File: src/rtl/ysyx_22050598_lsu_pkg.sv
// Shared definitions for the LSU: access size codes, FSM state encoding and
// small lane helpers used by the top and the load formatter.
// Latency: none (declarations and pure functions only).
// Backpressure: not applicable.
package ysyx_22050598_lsu_pkg;

  // Access size codes as carried on lsu_size_i.
  localparam logic [1:0] SZ_B = 2'b00;
  localparam logic [1:0] SZ_H = 2'b01;
  localparam logic [1:0] SZ_W = 2'b10;
  localparam logic [1:0] SZ_D = 2'b11;

  typedef enum logic [1:0] {
    ST_IDLE = 2'b00,
    ST_REQ  = 2'b01,
    ST_RESP = 2'b10,
    ST_DONE = 2'b11
  } lsu_state_e;

  // An access is aligned when the low address bits below its size are zero.
  function automatic logic is_misaligned(input logic [1:0] size, input logic [2:0] off);
    logic w_mis;
    case (size)
      SZ_B:    w_mis = 1'b0;
      SZ_H:    w_mis = off[0];
      SZ_W:    w_mis = |off[1:0];
      default: w_mis = |off;
    endcase
    return w_mis;
  endfunction

  // Byte strobes for a store; shifting an 8-bit base truncates to the beat.
  function automatic logic [7:0] strb_mask(input logic [1:0] size, input logic [2:0] off);
    logic [7:0] w_base;
    case (size)
      SZ_B:    w_base = 8'h01;
      SZ_H:    w_base = 8'h03;
      SZ_W:    w_base = 8'h0F;
      default: w_base = 8'hFF;
    endcase
    return w_base << off;
  endfunction

endpackage

File: src/rtl/ysyx_22050598_lsu_ldfmt.sv
// Load formatter: extracts the addressed field from a raw 64-bit read beat and
// sign- or zero-extends it to 64 bits.
// Latency: combinational. Backpressure: none (pure function of inputs).
// Ports: i_rdata raw beat, i_off byte offset, i_size access size,
//        i_unsigned zero-extend when 1, o_data formatted result.
module ysyx_22050598_lsu_ldfmt
  import ysyx_22050598_lsu_pkg::*;
(
  input  logic [63:0] i_rdata,
  input  logic [2:0]  i_off,
  input  logic [1:0]  i_size,
  input  logic        i_unsigned,
  output logic [63:0] o_data
);

  logic [63:0] w_shift;

  // Move the addressed byte lane down to bit 0 before picking the field.
  assign w_shift = i_rdata >> {i_off, 3'b000};

  always_comb begin
    o_data = '0;
    case (i_size)
      SZ_B: o_data = i_unsigned ? {56'd0, w_shift[7:0]}
                                : {{56{w_shift[7]}}, w_shift[7:0]};
      SZ_H: o_data = i_unsigned ? {48'd0, w_shift[15:0]}
                                : {{48{w_shift[15]}}, w_shift[15:0]};
      SZ_W: o_data = i_unsigned ? {32'd0, w_shift[31:0]}
                                : {{32{w_shift[31]}}, w_shift[31:0]};
      // Only aligned doubles reach here, so the shift is zero and the beat
      // passes through unchanged.
      default: o_data = w_shift;
    endcase
  end

endmodule

File: src/rtl/ysyx_22050598_lsu.sv
// Load/store unit: accepts one execute-stage request, issues one aligned bus
// beat, formats the response and hands the result to writeback.
// Latency: 3 cycles accept-to-done with zero-wait bus; 1 cycle for misaligned.
// Backpressure: ready only in IDLE; request and result held until handshaken.
// Ports: lsu_* execute/writeback side, mem_req_* / mem_resp_* bus side,
//        clk single clock, rst asynchronous active-high reset.
module ysyx_22050598_lsu
  import ysyx_22050598_lsu_pkg::*;
(
  input  logic        clk,
  input  logic        rst,
  input  logic        lsu_valid_i,
  output logic        lsu_ready_o,
  input  logic        lsu_is_store_i,
  input  logic [1:0]  lsu_size_i,
  input  logic        lsu_unsigned_i,
  input  logic [63:0] lsu_addr_i,
  input  logic [63:0] lsu_wdata_i,
  output logic        mem_req_valid_o,
  input  logic        mem_req_ready_i,
  output logic [63:0] mem_req_addr_o,
  output logic        mem_req_wen_o,
  output logic [63:0] mem_req_wdata_o,
  output logic [7:0]  mem_req_wstrb_o,
  input  logic        mem_resp_valid_i,
  input  logic [63:0] mem_resp_rdata_i,
  output logic        lsu_done_valid_o,
  input  logic        lsu_done_ready_i,
  output logic [63:0] lsu_rdata_o,
  output logic        lsu_misalign_o
);

  lsu_state_e  r_state;
  lsu_state_e  w_state_nxt;

  logic [63:0] r_addr;
  logic [63:0] r_wdata;
  logic [63:0] r_rdata;
  logic [1:0]  r_size;
  logic        r_store;
  logic        r_unsigned;
  logic        r_misalign;

  logic        w_accept;
  logic        w_resp_take;
  logic        w_in_misal;
  logic [2:0]  w_off;
  logic [63:0] w_ld_data;

  assign w_in_misal = is_misaligned(lsu_size_i, lsu_addr_i[2:0]);
  assign w_off      = r_addr[2:0];

  ysyx_22050598_lsu_ldfmt u_ldfmt (
    .i_rdata    (mem_resp_rdata_i),
    .i_off      (w_off),
    .i_size     (r_size),
    .i_unsigned (r_unsigned),
    .o_data     (w_ld_data)
  );

  always_ff @(posedge clk or posedge rst) begin
    if (rst) begin
      r_state <= ST_IDLE;
    end else begin
      r_state <= w_state_nxt;
    end
  end

  always_comb begin
    w_state_nxt      = r_state;
    w_accept         = 1'b0;
    w_resp_take      = 1'b0;
    lsu_ready_o      = 1'b0;
    mem_req_valid_o  = 1'b0;
    lsu_done_valid_o = 1'b0;
    case (r_state)
      ST_IDLE: begin
        lsu_ready_o = 1'b1;
        if (lsu_valid_i) begin
          w_accept = 1'b1;
          // Misaligned accesses never touch the bus.
          w_state_nxt = w_in_misal ? ST_DONE : ST_REQ;
        end
      end
      ST_REQ: begin
        mem_req_valid_o = 1'b1;
        if (mem_req_ready_i) begin
          w_state_nxt = ST_RESP;
        end
      end
      ST_RESP: begin
        // Stores also wait here for their write acknowledge.
        if (mem_resp_valid_i) begin
          w_resp_take = 1'b1;
          w_state_nxt = ST_DONE;
        end
      end
      ST_DONE: begin
        lsu_done_valid_o = 1'b1;
        if (lsu_done_ready_i) begin
          w_state_nxt = ST_IDLE;
        end
      end
      default: w_state_nxt = ST_IDLE;
    endcase
  end

  always_ff @(posedge clk or posedge rst) begin
    if (rst) begin
      r_addr     <= '0;
      r_wdata    <= '0;
      r_rdata    <= '0;
      r_size     <= SZ_B;
      r_store    <= 1'b0;
      r_unsigned <= 1'b0;
      r_misalign <= 1'b0;
    end else begin
      if (w_accept) begin
        r_addr     <= lsu_addr_i;
        r_wdata    <= lsu_wdata_i;
        r_size     <= lsu_size_i;
        r_store    <= lsu_is_store_i;
        r_unsigned <= lsu_unsigned_i;
        r_misalign <= w_in_misal;
        r_rdata    <= '0;
      end
      if (w_resp_take) begin
        r_rdata <= r_store ? 64'd0 : w_ld_data;
      end
    end
  end

  // Bus outputs are qualified by the request state so the bus sees zeros
  // whenever no request is outstanding.
  assign mem_req_addr_o  = mem_req_valid_o ? {r_addr[63:3], 3'b000} : 64'd0;
  assign mem_req_wen_o   = mem_req_valid_o & r_store;
  assign mem_req_wdata_o = (mem_req_valid_o && r_store) ? (r_wdata << {w_off, 3'b000}) : 64'd0;
  assign mem_req_wstrb_o = (mem_req_valid_o && r_store) ? strb_mask(r_size, w_off) : 8'd0;

  assign lsu_rdata_o     = lsu_done_valid_o ? r_rdata : 64'd0;
  assign lsu_misalign_o  = lsu_done_valid_o & r_misalign;

endmodule

File: config.mk
export PLATFORM = sky130hd
export DESIGN_NAME = ysyx_22050598_lsu
export DESIGN_NICKNAME = d
export VERILOG_FILES = /design/src/rtl/ysyx_22050598_lsu_pkg.sv /design/src/rtl/ysyx_22050598_lsu_ldfmt.sv /design/src/rtl/ysyx_22050598_lsu.sv
export SDC_FILE = /design/constraint.sdc
export NUM_CORES = 1
export LEC_CHECK = 0
export CORE_AREA = 3 3 168 170
export CTS_CLUSTER_DIAMETER = 200
export DETAILED_ROUTE_END_ITERATION = 8
export DIE_AREA = 0 0 171 173
export PLACE_DENSITY = 0.78
export SKIP_CTS_REPAIR_TIMING = 1
export SLEW_MARGIN = 30
export SYNTH_ARGS = -nofsm -noshare
export SYNTH_HDL_FRONTEND = slang
export SYNTH_HIERARCHICAL = 1
export SYNTH_SLANG_ARGS = --single-unit
File: constraint.sdc
create_clock -name clk -period 9.7 [get_ports clk]
set_input_delay 1.94 -clock clk [delete_from_list [all_inputs] [get_ports clk]]
set_output_delay 1.94 -clock clk [all_outputs]
set_load 0.03 [all_outputs]
Word-level counts from Yosys, hierarchy flattened

Index checks and enable logic that the tools add are counted.

Eq/ne operators: 11
Shift operators: 3
Mux-type cells: 26
Bitwise operators: 2
Reductions and logical operators: 8

Operators by type and width:

| operator                                                               | count |
|---|---|
| 64-bit two-way mux                                                     | 9 |
| 64-bit one-hot mux with 3 select lines                                 | 1 |
| 64-bit by 6-bit left shift with 64-bit output                          | 1 |
| 64-bit by 6-bit >> shifter with 64-bit output                          | 1 |
| 8-bit one-hot mux with 3 select lines                                  | 1 |
| 2-bit two-way mux                                                      | 5 |
| 2-bit equality test (second input constant)                            | 4 |
| 8-bit two-way mux                                                      | 1 |
| 2-bit != test (second input constant)                                  | 4 |
| 2-bit one-hot mux with 4 select lines                                  | 1 |
| 8-bit by 3-bit left shift with 8-bit output                            | 1 |
| 1-bit two-way mux                                                      | 7 |
| 2-bit by 1-bit equality test with 1-bit output (second input constant) | 3 |
| 2-bit zero test                                                        | 3 |
| 4-bit AND reduction                                                    | 1 |
| 1-bit one-hot mux with 3 select lines                                  | 1 |
| 3-bit OR reduction                                                     | 1 |
| 1-bit AND                                                              | 2 |
| 2-bit nonzero test                                                     | 1 |
| 2-bit OR reduction                                                     | 1 |
| 1-bit logical AND                                                      | 1 |

Flip-flop bits (word level): 199

Depth between registers and ports, before layout

Depth in word-level cells: 5
Mapped depth: 8
Depth with buffers taken out: 6

By module

The synthesis kept the hierarchy.

By module, submodules not included:

| module                  | times used | cells an instance | area each (um2) | sequential area each (um2) |
|---|---|---|---|---|
| ysyx_22050598_lsu       | 1          | 832               | 10,267.3        | 4,979.8 |
| ysyx_22050598_lsu_ldfmt | 1          | 264               | 2,299.7         | 0.0 |

Least setup slack after synthesis

OpenSTA, ideal clock, no wires.

Path type: register -> output
Start: reg r_state[1]
End: out mem_req_wstrb_o[5]
Arrival time: 2,369 ps
Data required time: 7,760 ps
Setup slack: 5,391 ps
Stages on the path, launching flop included: 8
Buffers on the path: 1
Cells stage by stage: dfrtp_1 -> inv_1 -> ha_1 -> buf_2 -> nand2_4 -> inv_1 -> o21ai_0 -> nor3b_1

Word-level cells in the longest chain between the ends: 4

RTL lines:

| item                                           | line                     | text |
|---|---|---|
| start: declaration                             | ysyx_22050598_lsu.sv:33  | `lsu_state_e r_state;` |
| start signal: assignment                       | ysyx_22050598_lsu.sv:65  | `r_state <= w_state_nxt;` |
| 2-bit by 1-bit equality test with 1-bit output | ysyx_22050598_lsu.sv:76  | `case (r_state)` |
| 1-bit two-way mux                              | ysyx_22050598_lsu.sv:76  |  |
| via mem_req_valid_o                            | ysyx_22050598_lsu.sv:19  | `output logic mem_req_valid_o,` |
| 1-bit logical AND                              | ysyx_22050598_lsu.sv:138 | `assign mem_req_wstrb_o = (mem_req_valid_o && r_store) ? strb_mask(r_size, w_off) : 8'd0;` |
| 8-bit two-way mux                              | ysyx_22050598_lsu.sv:138 |  |
| end: declaration                               | ysyx_22050598_lsu.sv:24  | `output logic [7:0] mem_req_wstrb_o,` |

The timed path passes the listed nets, and every way through them passes these cells.

Worst setup path in the final report

Start: reg r_addr[1]
End: out mem_req_wdata_o[54]

Word-level cells in the longest chain between the ends: 2

RTL lines:

| item                                          | line                     | text |
|---|---|---|
| start: declaration                            | ysyx_22050598_lsu.sv:36  | `logic [63:0] r_addr;` |
| start signal: assignment                      | ysyx_22050598_lsu.sv:119 | `r_addr <= lsu_addr_i;` |
| 64-bit by 6-bit left shift with 64-bit output | ysyx_22050598_lsu.sv:137 | `assign mem_req_wdata_o = (mem_req_valid_o && r_store) ? (r_wdata << {w_off, 3'b000}) : 64'd0;` |
| 64-bit two-way mux                            | ysyx_22050598_lsu.sv:137 |  |
| end: declaration                              | ysyx_22050598_lsu.sv:23  | `output logic [63:0] mem_req_wdata_o,` |

Every way passes these cells.

==> results.json <==
{
  "firstDrtPassIters": 6,
  "clk_pin_slew_worst_paths_ps": 70,
  "drcViolationCount": 0,
  "hold_viol": 0,
  "grt_pass1_vias": 10840,
  "routedWlPerCell_um": 25.30,
  "gp_congestion": 1.004,
  "syn_avg_cell_area_um2": 11.47,
  "synth-edff-count": 0,
  "stdcell_area_mm2": 0.01714,
  "clock_skew_ps": 16.24,
  "async_reset_ff_share_pct": 100.0,
  "synth_top_area_cell": "dfrtp_1",
  "status": "finished, final reports clean",
  "max_freq_mhz": 174.4,
  "synthCells": 1096,
  "grt-busiest-layer": "met2",
  "overflow": 0,
  "port_buffers": 403,
  "fin_setup_tns_ps": 0,
  "met1_usage_pct": 38.39,
  "cap_violations": 0,
  "drive_gt1_share_pct": 17.93,
  "final.period_utilization_pct": 59.10,
  "ant_nets": 0,
  "rows": 60,
  "fp.dieW_um": 171,
  "yosys.area_share.adder_pct": 0.4978,
  "yosys.area_share.simple_pct": 13.50,
  "synth_compound_area_share_pct": 12.92,
  "die_y_um": 173,
  "clock_sinks": 199,
  "post-dp-hpwl_mm": 32.43,
  "ys.flop_type": "dfrtp_1",
  "finalSetupViolCount": 0,
  "endpoint_kind": "output pin",
  "start_util_pct": 46.76,
  "peakVddDrop_mv": 0.2241,
  "worstPathArrival_ps": 3790,
  "fin_crit_ps": 5733,
  "grt_pass1_wl_mm": 67.95,
  "routed_wl_mm": 44.96,
  "cts_max_level": 4,
  "grtUsageTotal_pct": 29.94,
  "cp_data_required_time_ps": 7760,
  "syn_to_final_growth_pct": 36.35,
  "min_path_type": "flip-flop to flip-flop",
  "leakagePower_nw": 7.074,
  "fillers": 2139,
  "dr_total_vias": 10810,
  "antenna_found_initial": 4,
  "maxSlewHeadroom_pct": 37.39,
  "tightest_slew_ps": 937.2,
  "syn-cell-area_mm2": 0.01257,
  "gr-usage-met2_pct": 48.57,
  "synth_xor_area_share_pct": 0,
  "synth_seq_cells": 199,
  "clk_latency_ps": 440,
  "root_buffer": "clkbuf_16",
  "crit_type": "flip-flop to output pin",
  "seq_area_mm2": 0.004989,
  "ys_seq_area_share_pct": 39.63,
  "dieArea_mm2": 0.02958,
  "core_mm2": 0.02688,
  "multi_input_area_mm2": 0.006922,
  "final_common_cell": "clkdlybuf4s50_1",
  "powerDensity_mw_per_mm2": 336.3,
  "yosysTopAreaCellShare_pct": 39.63,
  "yosys_warnings": 6,
  "ios": 407,
  "mostFrequentLayoutCells": "403 x clkdlybuf4s50_1, 196 x dfrtp_1, 150 x mux2_2",
  "start_kind": "flip-flop",
  "drv_slew": 0,
  "use_met3_pct": 8.528,
  "worstPathMaxFanout": 76,
  "viasPerCell": 6.082,
  "rsz0062_at_grt": "no",
  "numCtsBuffers": 17,
  "drtIter0Drc": 1207,
  "grt_max_degree": 131,
  "ctsLongestPathBuffers": 2,
  "place_area_mm2": 0.01648,
  "synth_cell_types": 55,
  "ys_top_cells_by_area": "dfrtp_1 40%, mux2_2 13%, mux4_2 7.3%",
  "synthMuxAreaShare_pct": 27.80,
  "nets": 1627,
  "cts_tree": "yes",
  "synth_top_family_by_area": "multiplexers"
}
## layer usage
layer | part of all wire (%) | wire, um | up-vias
met1 | 38 | 17250 | 5367
met4 | 3.2 | 1442 | 2
li1 | - | - | 4699
met2 | 49 | 21900 | 654
met5 | 0.029 | 13 | -
met3 | 9.7 | 4353 | 86
## sequential cells by signal (all words and copies together), names as in the netlist
signal,count
r_size,2
r_store,1
r_addr,64
r_misalign,1
r_state,2
r_wdata,64
r_rdata,64
r_unsigned,1
## kinds of logic after synthesis
group | count (synthesis)
buffers and inverters | 117
muxes | 279
AOI/OAI and AO/OA | 198
DFF | 199
and+or+nand+nor | 297
other | 1
adders and majority gates | 5
## cell type report
class / count / area share (%)
antenna: 3 / 0.04381
clock buffer: 17 / 2.483
sequential: 199 / 29.11
tap: 341 / 2.490
multi-input combinational: 782 / 40.39
inverter: 5 / 0.1825
timing repair buffer: 415 / 24.25
clock inverter: 15 / 1.044
## Yosys cell counts (2+ instances only)
library cell / number
a211o_1: 8
a211oi_1: 4
a21o_1: 2
a21oi_1: 4
a22o_1: 64
a22oi_1: 5
a2bb2oi_1: 8
a32o_1: 8
and2_1: 137
buf_1: 2
buf_2: 54
buf_4: 21
buf_6: 16
clkbuf_1: 18
dfrtp_1: 199
ha_1: 5
inv_1: 5
mux2_2: 150
mux2i_1: 88
mux4_2: 41
nand2_1: 49
nand2b_1: 4
nand3_1: 12
nand4_1: 26
nor2_1: 34
nor2_2: 2
nor2b_1: 17
nor3_1: 3
nor3_4: 2
nor3b_1: 3
o2111ai_1: 14
o2111ai_2: 2
o211ai_1: 6
o21a_1: 11
o21ai_0: 20
o21ai_1: 2
o22ai_1: 8
o2bb2ai_1: 25
## power breakdown
part           switching [mW]  internal, mW
Combinational            1.76          1.57
Sequential              0.457          1.24
Clock                   0.388         0.352
## path summary, 6_finish.rpt
| kind | startpoint | endpoint | slack, ps | depth (start not counted) |
|---|---|---|---|---|
| max | r_addr[1]$_DFFE_PP0P_ | mem_req_wdata_o[54] | 3970 | 5 |
| min | r_misalign$_DFFE_PP0P_ | r_misalign$_DFFE_PP0P_ | 490 | 2 |
| max reg2reg | r_addr[0]$_DFFE_PP0P_ | r_rdata[17]$_DFFE_PP0P_ | 6750 | 7 |
| min reg2reg | r_misalign$_DFFE_PP0P_ | r_misalign$_DFFE_PP0P_ | 490 | 2 |
| max in group asynchronous | rst | r_wdata[63]$_DFFE_PP0P_ | 6580 | 3 |
| min in group asynchronous | rst | r_rdata[10]$_DFFE_PP0P_ | 2030 | 2 |
## worst max-delay path, stage by stage, from the launching register on
cell and delay (ps):
dfrtp_4 910, buf_4 830, mux2i_1 280, a2bb2oi_1 230
o2bb2ai_1 340, clkdlybuf4s50_1 740
## per-stage QoR
| stage | std cells | setup slack (ps) | total power [mW] | util [%] | hold WS (ps) |
|---|---|---|---|---|---|
| final | 1777 | 3967 | 5.763 | 63.76 | 486.7 |
| after global routing | 1777 | 3851 | 6.062 | 63.76 | 520.0 |
| after CTS | 1773 | 4009 | 5.732 | 63.56 | 489.0 |
| after detailed placement | 1741 | 4482 | 4.968 | 61.31 | 472.5 |
| after global placement | 1741 | 4256 | 4.917 | 61.26 | 455.9 |
| after floorplan | 1098 | 2334 | 3.960 | - | 441.8 |
Note: power is estimated with default switching activity, not from simulation.
